[config.mk]
export PLATFORM = sky130hd
export DESIGN_NAME = prio_encoder_hs
export DESIGN_NICKNAME = d
export VERILOG_FILES = /design/src/rtl/prio_encoder_hs.sv
export SDC_FILE = /design/constraint.sdc
export NUM_CORES = 1
export LEC_CHECK = 0
export BUFFER_PORTS_ARGS = -buffer_cell sky130_fd_sc_hd__buf_2
export CAP_MARGIN = 5
export CORE_UTILIZATION = 45
export CTS_BUF_LIST = sky130_fd_sc_hd__clkbuf_8 sky130_fd_sc_hd__clkbuf_16
export DETAILED_ROUTE_END_ITERATION = 10
export GPL_ROUTABILITY_DRIVEN = 0
export GPL_TIMING_DRIVEN = 1
export HOLD_SLACK_MARGIN = 0.05
export PLACE_DENSITY = 0.71
export SLEW_MARGIN = 25
export SYNTH_ARGS = -nofsm -noshare
export SYNTH_HDL_FRONTEND = slang
export SYNTH_SLANG_ARGS = --single-unit
[constraint.sdc]
create_clock -name clk -period 1.55 [get_ports clk]
set_clock_uncertainty 0.1 [all_clocks]
set_input_delay 0.31 -clock clk [delete_from_list [all_inputs] [get_ports clk]]
set_output_delay 0.31 -clock clk [all_outputs]
set_load 0.01 [all_outputs]
[src/rtl/prio_encoder_hs.sv]
// rtl/prio_encoder_hs.sv - registered N-to-log2(N) priority encoder, fixed or round-robin, valid/ready output
module prio_encoder_hs #(
    parameter int N    = 8,
    parameter int MODE = 0,
    localparam int W   = (N > 1) ? $clog2(N) : 1
) (
    input  logic         clk,
    input  logic         rst_n,
    input  logic [N-1:0] req,
    input  logic         out_ready,
    output logic         out_valid,
    output logic [W-1:0] out_idx,
    output logic [N-1:0] out_onehot,
    output logic         out_multi
);

    typedef enum logic {EMPTY, FULL} state_t;

    state_t       state_q, state_d;
    logic [W-1:0] ptr_q, ptr_d;
    logic [W-1:0] win;
    logic         load_en;
    logic         any_req;
    logic         multi;

    // Position k steps below p in the descending, wrapping search order.
    function automatic int rr_pos(input logic [W-1:0] p, input int k);
        int pi;
        pi = int'(p);
        return (pi >= k) ? (pi - k) : (pi + N - k);
    endfunction

    assign load_en = (state_q == EMPTY) || out_ready;
    assign any_req = |req;
    assign multi   = |(req & (req - N'(1)));
    assign out_valid = (state_q == FULL);

    always_comb begin
        win = '0;
        if (MODE == 0) begin
            for (int i = 0; i < N; i++) begin
                if (req[i]) win = W'(i);
            end
        end else begin
            // Walk from the far end so the entry closest to ptr overrides.
            for (int k = N - 1; k >= 0; k--) begin
                if (req[rr_pos(ptr_q, k)]) win = W'(rr_pos(ptr_q, k));
            end
        end
    end

    always_comb begin
        state_d = state_q;
        ptr_d   = ptr_q;
        if (load_en) begin
            if (any_req) begin
                state_d = FULL;
                if (MODE != 0) ptr_d = (win == '0) ? W'(N - 1) : win - W'(1);
            end else begin
                state_d = EMPTY;
            end
        end
    end

    always_ff @(posedge clk or negedge rst_n) begin
        if (!rst_n) begin
            state_q <= EMPTY;
            ptr_q   <= W'(N - 1);
        end else begin
            state_q <= state_d;
            ptr_q   <= ptr_d;
        end
    end

    always_ff @(posedge clk or negedge rst_n) begin
        if (!rst_n) begin
            out_idx    <= '0;
            out_onehot <= '0;
            out_multi  <= 1'b0;
        end else if (load_en && any_req) begin
            out_idx    <= win;
            out_onehot <= N'(1) << win;
            out_multi  <= multi;
        end
    end

endmodule

==> results by group <==
Run status
  • Status: finished, final reports clean

Timing
  • Final WS setup: 0.2727 ns
  • Fin crit share: 82.41%
  • Worst Tran Pin Value: 0.2884 ns
  • RSZ-0062 raised after global routing: no
  • Relative slew margins: between 80 and 90%
  • Setup TNS: 0 ns
  • Hold Slack: 0.2774 ns
  • Slew Viols, Final: 0
  • Final setup vio count: 0
  • Fmax: between 0.7 and 0.8 GHz
  • Tmin final: 1.277 ns
  • Hold Fails Final Rpt: 0

Placed design
  • Final HPWL DP: 1110 µm
  • Dpl cells: 110
  • Port buffer count: 23
  • Dpl ws: 0.01610 ns

Logic synthesis
  • Dominant synthesized flop cell: dfrtp_1
  • Post-Syn Instances: 67
  • Flops & latches, synth: 13
  • Syn avg cell area: 9.842 µm²
  • Syn_nets: 78
  • Yosys warnings: 0
  • Number of flops mapped to enable cells by yosys: 0
  • Mapped cell area: 659.4 µm²
  • Sequential area share after synthesis: between 40% and 50%
  • Synth unique cells: 24
  • Fraction of registers with async set/reset: 100.0%

Setup path
  • CP Capture Point: out_onehot[0]
  • Crit path max fanout: 9
  • Worst path bufs/invs: 1
  • Cell family with most CP delay: flip-flops
  • Reg2Reg Setup Slack: between 0.2 and 0.3 ns
  • Setup crit start: out_valid
  • Worst r2r src: out_valid
  • CP Cell Sequence: nor2b_1 > a21o_2 > buf_4 > nand2_1 > o21ai_1
  • Startpoint type of the worst setup path: flip-flop
  • CP endpoint kind: flip-flop
  • Slowest-stage cell, CP: dfrtp_1
  • WP data arrival: 1.31 ns
  • CP required: 1.59 ns
  • Crit. path cell count: 5
  • Endpoint of the lowest-slack register-to-register path: out_onehot[0]
  • R2R depth: 5
  • Critical path class: flip-flop to flip-flop
  • Worst path max stage delay: 0.38 ns

Routing
  • Via count: roughly 610
  • Wire per inst: about 13 µm
  • WL final: ~1400 µm
  • ANT nets after route: 0
  • DR iter-0 viols: 6
  • Vias/cell: 5.330
  • Drt drc: 0
  • DR pass1 iterations: 4

Global routing
  • Gr ovfl total: 0
  • Largest net degree at the start of global routing: 14
  • Vias in the first global route: between 500 and 600
  • First-pass GRT wire length: 2256 µm
  • GRT Util Overall: 22.20%
  • Antenna violations before repair: 0

Final layout
  • Area Overhead vs Synth: 34.16%
  • N_diodes: 0
  • Nets: 112
  • Layout Cells excl Fill: roughly 120
  • Layout cell share with drive strength beyond 1: between 30% and 40%

Die
  • Total die area: 1622 µm²
  • Initial Utilization: 49.44%
  • Die Y-Extent: 40.28 µm
  • # rows: 13
  • Core area: ~1300 µm²
  • Die Wd: 40.28 µm
  • I/O pin count: 24

Clock tree
  • CTS sink cnt: 13
  • CTS tree: built
  • Clock Latency Late Sink: ~0.24 ns
  • Clk buf depth: 2
  • Post-CTS Setup Inserts: 0
  • CTS buffer count: 3
  • Clk root buf: clkbuf_8
  • Reg clk slew, reported paths: roughly 0.050 ns
  • CTS H-tree lvls: 1

Worst hold path
  • Hold_sp: req[7]
  • HP Class: input port to flip-flop

Power and ir drop
  • Worst vdd ir: 0.6089 mV
  • Overall power: 786.7 µW
  • Power per Cell Area: 889.3 nW/µm²
  • P_leak: 0.4469 nW

Run
  • Max_cap viols: 0
## cell usage after synthesis (2+ instances only)
master / instances / area share, %
a21oi_1: 2 / 1.5
nand2b_1: 2 / 1.9
nand3_1: 4 / 3.0
o21ai_1: 4 / 3.0
nor2_1: 7 / 4.0
nand2_1: 11 / 6.3
o21ai_0: 4 / 3.0
dfrtp_1: 13 / 49
inv_1: 3 / 1.7
a32o_1: 3 / 4.6
## cell families after synthesis
logic type,Yosys count,synth area share (%)
compound gates,19,21.07
fa+ha+maj,1,1.518
buf+inv,5,4.174
flops,13,49.34
simple gates,29,23.91
## where the power goes
group          switching, mW  leakage, nW  internal (mW)
combinational         0.0713        0.261         0.0552
sequential           0.00752        0.159          0.356
clock                  0.122       0.0269          0.175
## through the flow
stage               instance area (µm²)  utilization [%]
floorplan                         659.4                -
global placement                  829.5            62.20
detailed placement                829.5            62.20
CTS                               884.6            66.32
global route                      884.6            66.32
finish                            884.6            66.32
## how the worst min path moves through the flow
stage / cells after the start / slack, ns / endpoint
after CTS: 3 / 0.27 / out_onehot[7]
after detailed placement: 1 / 0.11 / out_onehot[0]
after global placement: 1 / 0.11 / out_onehot[0]
after floorplan: 0 / -0.09 / out_idx[0]
final: 3 / 0.28 / out_onehot[7]
after global routing: 3 / 0.30 / out_onehot[7]
## final cells by class
type                    count  area (µm²)
inverters                   3       11.26
clock inverters             1       3.754
multi-input cells          49       306.5
flip-flops and latches     13       325.3
fillers                   119       449.2
well taps                  15       18.77
clock buffers               3       41.29
repair buffers             31       177.7
## repair_timing
action | 4_1_cts | 5_1_grt
gates resized for setup | 0 | 0
endpoints found under the hold margin | 13 | 0
hold buffers | 1 | 0
## state kept, by name, indices dropped and copies added, names as in the netlist
signal	cells
out_multi	1
out_valid	1
out_onehot	8
out_idx	3
## worst register-to-register path, stage by stage (launching register included)
cell and delay (ns):
dfrtp_1 0.38, nor2b_1 0.15, a21o_2 0.26, buf_4 0.17, nand2_1 0.06, o21ai_1 0.05
## metal layers
| metal | GRT usage [%] | routed length (µm) |
|---|---|---|
| met1 | 27.30 | 662 |
| met2 | 34.27 | 665 |
| met3 | 10.00 | 100 |
| met4 | 7.500 | 18 |
| met5 | 0 | 0 |
## cells in the final DEF (no fill, tap or decap), drive strengths merged
master       count
or3              1
clkbuf           3
a21oi            2
nand2b           2
a21o             2
o21ai            8
nor2             7
a221oi           1
a32o             3
nor4             2
a32oi            1
nand2           11
a22o             1
dfrtp           13
o41ai            1
inv              4
or4              1
maj3             1
nand3            4
buf             30
nor2b            1
dlygate4sd3      1
(Power assumes the default switching activity.)
